[config.mk]
export PLATFORM = sky130hd
export DESIGN_NAME = ex_mem_stage
export DESIGN_NICKNAME = d
export VERILOG_FILES = /design/src/rtl/ex_mem_stage.sv
export SDC_FILE = /design/constraint.sdc
export NUM_CORES = 1
export LEC_CHECK = 0
export CAP_MARGIN = 10
export CORE_UTILIZATION = 45
export DETAILED_ROUTE_END_ITERATION = 10
export MAX_ROUTING_LAYER = met4
export PLACE_DENSITY = 0.8
export SLEW_MARGIN = 20
export SYNTH_ARGS = -nofsm -noshare
export SYNTH_HDL_FRONTEND = slang
export SYNTH_SLANG_ARGS = --single-unit
[constraint.sdc]
create_clock -name clk -period 15.6 [get_ports clk]
set_input_delay 4.68 -clock clk [delete_from_list [all_inputs] [get_ports clk]]
set_output_delay 4.68 -clock clk [all_outputs]
set_load 0.005 [all_outputs]
[src/rtl/ex_mem_stage.sv]
// Execute stage: operand forwarding, ALU, and the EX/MEM pipeline register with stall/flush.
// One-cycle latency; every output comes straight from the EX/MEM register.
module ex_mem_stage #(
    parameter int unsigned WIDTH = 32
) (
    input  logic             clk,
    input  logic             reset,
    input  logic [3:0]       aluCtr,
    input  logic             idValid,
    input  logic [WIDTH-1:0] rsData,
    input  logic [WIDTH-1:0] rtData,
    input  logic [WIDTH-1:0] signImm,
    input  logic             aluSrc,
    input  logic [1:0]       fwdA,
    input  logic [1:0]       fwdB,
    input  logic [WIDTH-1:0] wbData,
    input  logic             regWriteIn,
    input  logic             memReadIn,
    input  logic             memWriteIn,
    input  logic             memToRegIn,
    input  logic [4:0]       writeRegIn,
    input  logic             stall,
    input  logic             flush,
    output logic             exMemValid,
    output logic [WIDTH-1:0] exMemResult,
    output logic [WIDTH-1:0] exMemStoreData,
    output logic             exMemZero,
    output logic [4:0]       exMemWriteReg,
    output logic             exMemRegWrite,
    output logic             exMemMemRead,
    output logic             exMemMemWrite,
    output logic             exMemMemToReg,
    output logic             exMemIllegal
);

    localparam logic [3:0] OpAnd = 4'b0000;
    localparam logic [3:0] OpOr  = 4'b0001;
    localparam logic [3:0] OpAdd = 4'b0010;
    localparam logic [3:0] OpSub = 4'b0110;
    localparam logic [3:0] OpSlt = 4'b0111;

    typedef struct packed {
        logic             valid;
        logic [WIDTH-1:0] result;
        logic [WIDTH-1:0] store_data;
        logic             zero;
        logic [4:0]       write_reg;
        logic             reg_write;
        logic             mem_read;
        logic             mem_write;
        logic             mem_to_reg;
        logic             illegal;
    } stage_t;

    stage_t stage_q, stage_d, stage_load;

    logic [WIDTH-1:0] fwd_a, fwd_b, op_b, alu_res;
    logic             alu_illegal;

    // Select 10 forwards the currently held EX/MEM result, which stays correct under stall.
    always_comb begin
        case (fwdA)
            2'b01:   fwd_a = wbData;
            2'b10:   fwd_a = stage_q.result;
            default: fwd_a = rsData;
        endcase
        case (fwdB)
            2'b01:   fwd_b = wbData;
            2'b10:   fwd_b = stage_q.result;
            default: fwd_b = rtData;
        endcase
        op_b = aluSrc ? signImm : fwd_b;
    end

    always_comb begin
        alu_res     = '0;
        alu_illegal = 1'b0;
        case (aluCtr)
            OpAdd:   alu_res = fwd_a + op_b;
            OpSub:   alu_res = fwd_a - op_b;
            OpAnd:   alu_res = fwd_a & op_b;
            OpOr:    alu_res = fwd_a | op_b;
            OpSlt:   alu_res = {{(WIDTH-1){1'b0}}, ($signed(fwd_a) < $signed(op_b))};
            default: alu_illegal = 1'b1;
        endcase
    end

    always_comb begin
        stage_load            = '0;
        stage_load.valid      = 1'b1;
        stage_load.result     = alu_res;
        stage_load.store_data = fwd_b;
        stage_load.zero       = (alu_res == '0);
        stage_load.write_reg  = writeRegIn;
        // An undefined op must not update architectural state.
        stage_load.reg_write  = regWriteIn & ~alu_illegal;
        stage_load.mem_read   = memReadIn;
        stage_load.mem_write  = memWriteIn & ~alu_illegal;
        stage_load.mem_to_reg = memToRegIn;
        stage_load.illegal    = alu_illegal;
    end

    always_comb begin
        stage_d = stage_q;
        if (flush || (!stall && !idValid)) begin
            stage_d = '0;
        end else if (!stall) begin
            stage_d = stage_load;
        end
    end

    always_ff @(posedge clk) begin
        if (reset) begin
            stage_q <= '0;
        end else begin
            stage_q <= stage_d;
        end
    end

    assign exMemValid     = stage_q.valid;
    assign exMemResult    = stage_q.result;
    assign exMemStoreData = stage_q.store_data;
    assign exMemZero      = stage_q.zero;
    assign exMemWriteReg  = stage_q.write_reg;
    assign exMemRegWrite  = stage_q.reg_write;
    assign exMemMemRead   = stage_q.mem_read;
    assign exMemMemWrite  = stage_q.mem_write;
    assign exMemMemToReg  = stage_q.mem_to_reg;
    assign exMemIllegal   = stage_q.illegal;

endmodule

==> impl_results.md <==
* Outcome: completed
* Starting DRT DRC Count at 1404
* Die height at 148 um
* CP Launch Type: input port
* DRT Wirelength at 41900 um
* Dpl hpwl at 32400 um
* Hold crit path type: reg -> reg
* Max Cap Viol at 0
* RSZ-0062 raised after global routing: false
* Largest net degree at the start of global routing at 68
* Power Density at 73.6 nW/um2
* Final Setup Violations at 0
* Kind of critical path: in -> reg
* Final Skew at 8.41 ps
* FMAX at 95.4 MHz
* Clk slew on worst S/H paths at 60 ps
* Die area at 21800 um2
* Initial antenna violation count at 0
* Mean Syn Cell Area at 6.74 um2
* Slew Limit Fails at 0
* Post-route ant nets at 0
* H-tree levels at 3
* GRT overflow at 0
* Setup repair bufs after CTS at 0
* Post_cts resized at 0
* Detailed-route wire length per cell at 22.8 um
* Die X at 148 um
* Critical Path AT at 10730 ps
* Power Total at 0.891 mW
* Clk_lat worst skew at 350 ps
* Max_slew headroom at 31.4%
* Top cells by area, synth: dfxtp_1 16%, ha_1 14%, nor2_1 8.0%, a21oi_1 8.0%, o21ai_0 5.5%
* CP max FO at 32
* Post-synthesis cell count at 1418
* Hold Vio Cnt, Final at 0
* Routability Congestion at 0.967
* Largest area contributor in the synthesized netlist: dfxtp_1
* Hold slack at 474 ps
* Initial Util at 46.5%
* Ports at 227
* Netlist Area Pre-Place at 9560 um2
* First-pass GRT wire length at 63600 um
* CTS tree: done
* Root buffer cell: clkbuf_16
* VDD IR max at 0.0610 mV
* Nets at 1819
* Slew @ Worst Pin at 1030 ps
* # rows at 52
* Post-route DRC at 0
* Post-layout util at 58.9%
* Port bufs at 226
* Critical path data required time at 15850 ps
* # fillers at 1987
* Period utilisation layout at 67.2%
* Post-synth top cells: 204 x nor2_1, 152 x a21oi_1, 134 x nand2_1, 106 x o21ai_0, 104 x ha_1
* FF+latch count, synth at 76
* Core box area at 20600 um2
* Distinct cells, synth at 88
* Ys Warns at 0
* Detailed Routing Iterations Pass 1 at 6
* Top cell type's share of synthesized area at 15.9%
* Main synth FF type: dfxtp_1
* Post-synth ARST share at 0%
* Syn-to-layout area delta at 26.6%
* Final Critical Period at 10480 ps
* Hold_buf cts at 0
* Clock sinks at 76
* Diode count at 0
* Routed vias at 11700
* Vias/cell at 6.38
* Setup crit end kind: flop
* Vias in the first global route at 10700
* Sum Neg Setup Slack at 0 ps
* Worst Setup Slack, final at 5120 ps
* Synth Net Count at 1675
* Sequential fraction of the synthesis area at 15.9%
* All-Layer GR Usage at 39.0%
* CTS Buffer Depth at 2
* Pleak at 4.80 nW
* Post-synth EDFFs at 0
* Place WS at 4970 ps
* Fraction of layout cells with a size suffix above 1 at 4.40%
* TritonCTS Buffers at 9
* Most common cell in the netlist: nor2_1
[critical path: stages]
cell and delay (ps):
clkdlybuf4s50_1 540, ha_2 690, a22oi_1 190, nor2_1 120, a21oi_1 80, o21ai_0 510, ha_1 430, inv_2 150
a221oi_2 580, a21oi_1 260, o31ai_1 490, o211ai_1 390, a211oi_1 410, o22ai_1 140, o22a_1 280, nor4bb_1 290
nand4_1 150, o41ai_2 330
[layout make-up]
class | count | area [um2] | area share [%]
Clock buffer | 10 | 239 | 1.97
Clock inverter | 6 | 72.6 | 0.599
Inverter | 98 | 368 | 3.04
Multi-Input combinational cell | 1136 | 7200 | 59.5
Sequential cell | 76 | 1520 | 12.6
Tap cell | 270 | 338 | 2.79
Timing Repair Buffer | 241 | 2360 | 19.5
[report_power, final]
| part | total [mW] | internal, mW | switching (mW) |
|---|---|---|---|
| combinational | 0.466 | 0.169 | 0.297 |
| sequential | 0.203 | 0.199 | 0.00440 |
| clock | 0.222 | 0.130 | 0.0924 |
[registers in the layout, summed over array words and instances (netlist names)]
| register | flops |
|---|---|
| exMemResult | 32 |
| exMemStoreData | 32 |
| exMemWriteReg | 5 |
| exMemIllegal | 1 |
| exMemMemRead | 1 |
| exMemMemToReg | 1 |
| exMemMemWrite | 1 |
| exMemRegWrite | 1 |
| exMemValid | 1 |
| exMemZero | 1 |
[placed cells by master, fill, tap and decap left out, drive strengths merged, types with 5 or more instances in the layout]
cell type,Yosys,final
clkdlybuf4s50,0,223
nor2,205,205
a21oi,152,152
nand2,134,134
o21ai,122,122
ha,104,104
inv,98,99
dfxtp,76,76
a22oi,67,67
nor3,28,28
nand3,25,25
a211oi,24,24
mux2i,22,22
o211ai,20,20
buf,26,18
nor2b,15,15
xnor2,15,15
o31ai,14,14
nand4,12,12
a31oi,12,12
o22ai,12,12
nor4,12,12
a21o,11,11
clkbuf,82,10
o21bai,9,9
o21a,8,8
nand2b,8,8
o311ai,8,8
o211a,7,7
o2111ai,6,6
a221oi,6,6
a2111oi,6,6
or3,5,5
a21boi,5,5
[kinds of logic (layout without fill, tap and decap cells)]
family / after synthesis / after routing / share of synthesized area (%)
multiplexers: 24 / 24 / 2.67
adder cells (fa/ha/maj): 106 / 106 / 14.0
AND/OR/NAND/NOR: 466 / 466 / 21.7
buffers and inverters: 206 / 355 / 8.94
AO/OA/AOI/OAI: 523 / 523 / 35.2
XOR/XNOR: 17 / 17 / 1.56
flip-flops: 76 / 76 / 15.9
[per-layer routing]
layer  up-vias  share of wire [%]  wire length [um]  GRT usage, %
li1       5363                  -                 -             -
met1      5499                 44             18400          55.4
met4         0                2.0               845          8.71
met5         -                  0                 0             -
met2       793                 44             18300          57.7
met3        69                 11              4420          6.08
[path summary, 6_finish.rpt]
kind,startpoint,to,slack [ps],cells after the start
min,exMemValid$_SDFFE_PP0N_,exMemValid$_SDFFE_PP0N_,470,1
min reg2reg,exMemValid$_SDFFE_PP0N_,exMemValid$_SDFFE_PP0N_,470,1
max,fwdB[1],exMemZero$_SDFFE_PP0N_,5120,18
max reg2reg,exMemResult[4]$_SDFFE_PP0N_,exMemZero$_SDFFE_PP0N_,10390,16
[stage by stage]
stage | cell area, um2 | std cells
floorplan | 9560 | 1418
global placement | 11800 | 1821
detailed placement | 11800 | 1821
CTS | 12100 | 1837
global route | 12100 | 1837
finish | 12100 | 1837
Power figures use the tool's default switching activity.
